### config.mk
export PLATFORM = sky130hd
export DESIGN_NAME = async_event_arbiter
export DESIGN_NICKNAME = d
export VERILOG_FILES = /design/src/rtl/async_event_arbiter.sv
export SDC_FILE = /design/constraint.sdc
export NUM_CORES = 1
export LEC_CHECK = 0
export CAP_MARGIN = 10
export CORE_AREA = 2 2 48 50
export CTS_CLUSTER_DIAMETER = 80
export DETAILED_ROUTE_END_ITERATION = 6
export DIE_AREA = 0 0 50 52
export GPL_ROUTABILITY_DRIVEN = 1
export MAX_ROUTING_LAYER = met4
export PLACE_DENSITY = 0.81
export SLEW_MARGIN = 20
export SYNTH_ARGS = -nofsm -noshare
export SYNTH_HDL_FRONTEND = slang
export SYNTH_SLANG_ARGS = --single-unit
### constraint.sdc
create_clock -name clk -period 1.59 [get_ports clk]
set_input_delay 0.159 -clock clk [delete_from_list [all_inputs] [get_ports clk]]
set_output_delay 0.159 -clock clk [all_outputs]
set_load 0.01 [all_outputs]
### src/rtl/async_event_arbiter.sv
// Async event arbiter: synchronises event lines, latches rising edges as
// pending requests and serves them one ID at a time on a valid/ready channel.
// Define ASYNC_EVT_ARB_FIXED_PRIO_EN for lowest-index-first selection.
module async_event_arbiter #(
  parameter int N_REQ       = 4,
  parameter int ID_W        = 2,
  parameter int SYNC_STAGES = 2
) (
  input  logic             clk,
  input  logic             rst_n,
  input  logic [N_REQ-1:0] evt_async,
  input  logic [N_REQ-1:0] evt_mask,
  output logic             out_valid,
  input  logic             out_ready,
  output logic [ID_W-1:0]  out_id,
  output logic [N_REQ-1:0] pending,
  output logic [N_REQ-1:0] overflow,
  input  logic [N_REQ-1:0] ovf_clr
);

  typedef enum logic {
    IDLE,
    GRANT
  } state_t;

  state_t           state_q;
  state_t           state_d;
  logic [ID_W-1:0]  id_q;
  logic [ID_W-1:0]  id_d;
  logic [ID_W-1:0]  pick;
  logic [N_REQ-1:0] sync_q [SYNC_STAGES];
  logic [N_REQ-1:0] prev_q;
  logic [N_REQ-1:0] pending_q;
  logic [N_REQ-1:0] pending_d;
  logic [N_REQ-1:0] overflow_q;
  logic [N_REQ-1:0] overflow_d;
  logic [N_REQ-1:0] evt_edge;
  logic [N_REQ-1:0] set_v;
  logic [N_REQ-1:0] ovf_set;
  logic [N_REQ-1:0] acc_vec;
  logic             accept;
  logic             found;
  logic [ID_W-1:0]  cand;

`ifndef ASYNC_EVT_ARB_FIXED_PRIO_EN
  logic [ID_W-1:0]  last_q;
  logic [ID_W-1:0]  last_d;
  int               idx;
`endif

  assign out_valid = (state_q == GRANT);
  assign out_id    = id_q;
  assign pending   = pending_q;
  assign overflow  = overflow_q;
  assign accept    = out_valid & out_ready;

  // Per-line synchroniser chain plus edge-detect history
  always_ff @(posedge clk or negedge rst_n) begin
    if (!rst_n) begin
      for (int s = 0; s < SYNC_STAGES; s++)
        sync_q[s] <= '0;
      prev_q <= '0;
    end else begin
      sync_q[0] <= evt_async;
      for (int s = 1; s < SYNC_STAGES; s++)
        sync_q[s] <= sync_q[s-1];
      prev_q <= sync_q[SYNC_STAGES-1];
    end
  end

  // Edge detection, request latching and sticky overflow
  always_comb begin
    acc_vec = '0;
    if (accept)
      acc_vec[id_q] = 1'b1;
    evt_edge   = sync_q[SYNC_STAGES-1] & ~prev_q;
    set_v      = evt_edge & ~evt_mask;
    pending_d  = (pending_q & ~acc_vec) | set_v;
    ovf_set    = set_v & pending_q & ~acc_vec;
    overflow_d = (overflow_q & ~ovf_clr) | ovf_set;
  end

`ifdef ASYNC_EVT_ARB_FIXED_PRIO_EN
  // Lowest-index pending line wins
  always_comb begin
    pick  = '0;
    found = 1'b0;
    cand  = '0;
    for (int i = 0; i < N_REQ; i++) begin
      cand = ID_W'(i);
      if (!found && pending_q[cand]) begin
        pick  = cand;
        found = 1'b1;
      end
    end
  end
`else
  // Round-robin scan starting just after the last granted line
  always_comb begin
    pick  = '0;
    found = 1'b0;
    cand  = '0;
    idx   = 0;
    for (int off = 1; off <= N_REQ; off++) begin
      idx = int'(last_q) + off;
      if (idx >= N_REQ)
        idx = idx - N_REQ;
      cand = ID_W'(idx);
      if (!found && pending_q[cand]) begin
        pick  = cand;
        found = 1'b1;
      end
    end
  end
`endif

  // Grant FSM: latch one ID, hold it until the consumer accepts
  always_comb begin
    state_d = state_q;
    id_d    = id_q;
`ifndef ASYNC_EVT_ARB_FIXED_PRIO_EN
    last_d  = last_q;
`endif
    unique case (state_q)
      IDLE: begin
        if (|pending_q) begin
          id_d    = pick;
          state_d = GRANT;
        end
      end
      GRANT: begin
        if (out_ready) begin
`ifndef ASYNC_EVT_ARB_FIXED_PRIO_EN
          last_d  = id_q;
`endif
          state_d = IDLE;
        end
      end
      default: state_d = IDLE;
    endcase
  end

  // State, grant and request registers
  always_ff @(posedge clk or negedge rst_n) begin
    if (!rst_n) begin
      state_q    <= IDLE;
      id_q       <= '0;
      pending_q  <= '0;
      overflow_q <= '0;
`ifndef ASYNC_EVT_ARB_FIXED_PRIO_EN
      last_q     <= ID_W'(N_REQ - 1);
`endif
    end else begin
      state_q    <= state_d;
      id_q       <= id_d;
      pending_q  <= pending_d;
      overflow_q <= overflow_d;
`ifndef ASYNC_EVT_ARB_FIXED_PRIO_EN
      last_q     <= last_d;
`endif
    end
  end

endmodule
# Word-level counts from Yosys, hierarchy flattened

Index checks and enable logic that the tools add are counted.
Widths: inputs -> output; s select.

Register bits: 25
Input bits: 15
Word-level logic and storage cells: 75

Add/sub/neg operators: 8
$lt $le $gt $ge: 10
Multiplexer cells: 25
Bitwise logic cells: 14
Reductions and logical operators: 10

Operators with widths:

| kind                | number |
|---|---|
| $and 4x4->4         | 6 |
| $mux 2              | 8 |
| $not 4->4           | 4 |
| $lt 2x3->1 const B  | 5 |
| $mux 1              | 10 |
| $ge 3x3->1 const B  | 3 |
| $bmux 1 s2          | 4 |
| $or 4x4->4          | 2 |
| $sub 2x1->2 const B | 4 |
| $add 2x2->3 const B | 2 |
| $add 2x3->4 const B | 1 |
| $ge 4x3->1 const B  | 1 |
| $logic_and 1x1->1   | 4 |
| $mux 4              | 1 |
| $reduce_and 2->1    | 2 |
| $reduce_or 4->1     | 1 |
| $add 2x1->3 const B | 1 |
| $logic_not 1->1     | 3 |
| $demux 1 s2         | 1 |
| $ge 2x1->1 const B  | 1 |
| $pmux 1 s2          | 1 |
| $and 1x1->1         | 1 |
| $not 1->1           | 1 |

# Longest topological paths before layout

Gate-level depths: netlist of the first run.

Word-level depth: 15
Mapped depth: 4
Gate-level depth less buffers: 4

# Least setup slack after synthesis of the first run

No wires, ideal clock.

Kind: flip-flop to flip-flop
Start: reg last_q[1]
End: reg id_q[0], in the netlist out_id[0]
Data arrival time: 1.150 ns
Required time: 1.461 ns
Setup slack: 0.311 ns
Stages on the path, launching flop included: 4
Period minus slack after synthesis: 1.279 ns
Path through: dfstp_2 > mux2i_1 > o22ai_1 > o41a_1

Word-level cells in the longest chain between the ends: 15
Elaborated cells between the ends (all ways): 37
Classes of those cells: add/sub (8); order compare (4); mux (19); reduce/logical (6)

RTL lines:

| what                                      | line     | source |
|---|---|---|
| start: declaration                        | 46       | `logic [ID_W-1:0] last_q;` |
| start signal: assignment                  | 151      | `last_q <= ID_W'(N_REQ - 1);` |
| start signal: assignment                  | 159      | `last_q <= last_d;` |
| $add 2x1->3                               | 105      | `idx = int'(last_q) + off;` |
| $ge 3x3->1 or $sub 2x1->2 (tied branches) | 106, 107 |  |
| $mux 2                                    | 106      | `if (idx >= N_REQ)` |
| $bmux 1 s2                                | 109      | `if (!found && pending_q[cand]) begin` |
| $mux 1 (not written as such)              | 109      |  |
| $mux 1                                    | 109      |  |
| $logic_not 1->1                           | 109      |  |
| $logic_and 1x1->1                         | 109      |  |
| $mux 1                                    | 109      |  |
| $logic_not 1->1                           | 109      |  |
| $logic_and 1x1->1                         | 109      |  |
| $mux 1                                    | 109      |  |
| $logic_not 1->1                           | 109      |  |
| $logic_and 1x1->1                         | 109      |  |
| $mux 2 *                                  | 109      |  |
| end signal: assignment                    | 155      | `id_q <= id_d;` |
| end: declaration                          | 28       | `logic [ID_W-1:0] id_q;` |

Mark *: on every way between the ends. The rest lies on a longest branch, timed or not. The select of a mux whose other input is x is not followed.
A chain may end at the register's enable or synchronous reset.

# Worst setup path in the final report of the first run

Start: reg pending_q[1], in the netlist pending[1]
End: out pending[1]

RTL lines:

| what                     | line | source |
|---|---|---|
| start: declaration       | 33   | `logic [N_REQ-1:0] pending_q;` |
| start signal: assignment | 156  | `pending_q <= pending_d;` |
| end: declaration         | 16   | `output logic [N_REQ-1:0] pending,` |

No word-level cell between the ends.

==> impl_metrics.json, run 1 <==
{
  "first_global_vias": 745,
  "hold_viol_final": 0,
  "pwr-share-comb_pct": 31.7,
  "die-area_um2": 2600,
  "path_buf_inv": 1,
  "drc_errors": 0,
  "fin_worst_skew_ns": 0.00277,
  "synthToLayoutAreaGrowth_pct": 35.6,
  "finalSetupViolations": 0,
  "cts.sinks": 25,
  "grt_start_max_net_pins": 26,
  "cts_made_buffers": 3,
  "initialDrtViolationCount": 7,
  "routabilityCongestion": 0.733,
  "insertion_delay_ns": 0.30,
  "clkPwrFrac_pct": 14.7,
  "period_needed_ns": 1.53,
  "hold_buffers": 0,
  "cp_data_required_time_ns": 1.43,
  "ys_types": 20,
  "crit_slowest_cell": "clkdlybuf4s50_1",
  "fillCellCount": 178,
  "dp_hpwl_um": 1320,
  "cp-end-kind": "output port",
  "track_usage_pct": 16.3,
  "ys_ff_latch": 25,
  "crit_fanout": 7,
  "p_sw_share_pct": 33.4,
  "pwr-share-seq_pct": 53.5,
  "drt-total-wl_um": 1770,
  "r2r-start": "last_q[1]",
  "internal-power_mw": 1.21,
  "hp-class": "input pin to async pin",
  "r2r-end": "out_id[0]",
  "finalSetupTns_ns": 0,
  "regArea_um2": 631,
  "boundaryPins": 26,
  "drive_gt1_share_pct": 16.8,
  "final_cell_mix": "clkdlybuf4s50_1, dfrtp_1, nand2_1, o21ai_0",
  "reg2regPathDepth": 3,
  "drv_cap": 0,
  "nNetsFinal": 117,
  "slew_headroom_pct": 73.9,
  "cts_root_buffer": "clkbuf_4",
  "num_rows": 17,
  "crit_type": "register to output port",
  "cts_resized": 2,
  "chipHeight_um": 52,
  "outcome": "complete, no violations",
  "arrival_ns": 1.37,
  "wl_per_cell_um": 13.7,
  "fmax_mhz": 654,
  "syn_inst": 71,
  "holdWs_ns": 0.194,
  "start_kind": "register",
  "clk_pin_slew_ns": 0.12,
  "port_buffers": 25,
  "layout_commonest_cell": "clkdlybuf4s50_1",
  "vias": 677,
  "dr.pass1.iters": 4,
  "vias_per_cell": 5.25,
  "synth.avg_cell_area_um2": 12.7,
  "grt_pass1_wl_um": 3040,
  "tightest_slew_ns": 0.389,
  "multiInputGateArea_um2": 249,
  "antenna_found_initial": 0,
  "rsz0062_at_grt": "no",
  "drtAntennaViolNets": 0,
  "grt-ovfl-total": 0,
  "p_per_area_nw_per_um2": 1480,
  "p_leak_nw": 0.520,
  "drv_slew": 0,
  "start_util_pct": 42.9,
  "ir_worst_vdd_mv": 0.840,
  "antennaDiodeCount": 0,
  "switchingPower_mw": 0.606,
  "finalCritPeriodShare_pct": 96.2,
  "path_delay_family": "buffers and inverters",
  "synth_nets": 86,
  "crit_chain": "clkdlybuf4s50_1",
  "netlist_area_um2": 903,
  "r2r_setup_slack_ns": 0.24,
  "core_um2": 2110,
  "yosysWarnings": 0,
  "htreeDepth": 1,
  "fp.dieW_um": 50,
  "cts_setup_buffers": 0,
  "cp_slowest_stage_delay_ns": 0.58,
  "clk_path_buf_depth": 2,
  "cts_tree": "yes",
  "synth_seq_area_share_pct": 69.5
}
-- sequential cells by signal, indices dropped and copies added, names as in the netlist --
register	count
last_q	2
out_id	2
out_valid	1
overflow	4
pending	4
prev_q	4
sync_q	8
-- cell usage after synthesis --
library cell / instances / area share [%]
dfrtp_1: 23 / 64
nand2_1: 9 / 3.7
o21ai_0: 6 / 3.3
inv_1: 5 / 2.1
o22ai_1: 5 / 3.5
or3b_2: 4 / 3.9
a21oi_1: 2 / 1.1
dfstp_2: 2 / 5.8
inv_2: 2 / 0.83
mux2i_1: 2 / 2.2
o31ai_1: 2 / 1.7
a21boi_1: 1 / 0.83
nand2_2: 1 / 0.69
nand2b_1: 1 / 0.69
nand3_1: 1 / 0.55
nor2_1: 1 / 0.42
nor4_2: 1 / 1.4
o21ai_1: 1 / 0.55
o41a_1: 1 / 1.2
o41ai_2: 1 / 1.8
-- how the worst max path moves through the flow --
| stage | startpoint | endpoint | slack, ns | depth (start not counted) |
|---|---|---|---|---|
| 6_report | pending[1] | pending[1] | 0.06 | 1 |
| 5_1_grt | pending[1] | pending[1] | 0.009 | 1 |
| 4_1_cts | pending[1] | pending[1] | 0.05 | 1 |
| 3_5_place_dp | out_ready | overflow[1] | 0.24 | 4 |
| 3_3_place_gp | out_ready | overflow[1] | 0.25 | 4 |
| 2_1_floorplan | last_q[1] | out_id[0] | 0.31 | 3 |
-- cells by family (layout without fill, tap and decap cells) --
logic type	Yosys count	in the layout	share of synthesized area, %
AOI/OAI and AO/OA	19	19	14.0
and+or+nand+nor	18	18	11.4
buffers and inverters	7	37	2.91
DFF	25	25	69.5
muxes	2	2	2.22
-- metal layers --
metal | vias to the layer above | part of all wire (%) | track usage, %
met4 | 0 | 1.6 | 10.6
met3 | 4 | 3.6 | 1.72
met2 | 18 | 53 | 28.9
li1 | 310 | - | -
met5 | - | 0 | -
met1 | 345 | 42 | 17.4
-- metrics by stage --
stage | total power, mW | instances | setup slack, ns | instance area, um^2 | util [%]
final | 1.81 | 129 | 0.0603 | 1220 | 58.2
after global routing | 1.92 | 129 | 0.00916 | 1220 | 58.2
after CTS | 1.83 | 129 | 0.0472 | 1220 | 58.2
after detailed placement | 1.55 | 125 | 0.241 | 1200 | 56.8
after global placement | 1.52 | 125 | 0.251 | 1200 | 56.8
after floorplan | 1.22 | 71 | 0.311 | 903 | -
-- power by group through the flow --
stage	Sequential (mW)	Combinational, mW	Clock [mW]
after floorplan	0.976	0.249	0
after global placement	0.966	0.554	0
after detailed placement	0.975	0.576	0
after CTS	0.966	0.580	0.286
after global routing	0.991	0.631	0.302
final	0.970	0.575	0.267
-- worst reg2reg max path: stages (launching register included) --
cell     delay, ns
dfstp_2       0.60
mux2i_1       0.19
o22ai_1       0.09
o41a_1        0.37
-- layout make-up --
type,count,share of cell area (%)
Sequential cell,25,51.5
Clock buffer,4,2.15
Timing Repair Buffer,26,21.0
Multi-Input combinational cell,39,20.3
Inverter,7,2.15
Tap cell,28,2.86
Note: power is estimated with default switching activity, not from simulation.
==> run 2: changes to the inputs <==
- CTS_CLUSTER_SIZE: not set -> 20
==> results of run 2 <==
Final layout, timing and power as in run 1 (identical DEF).
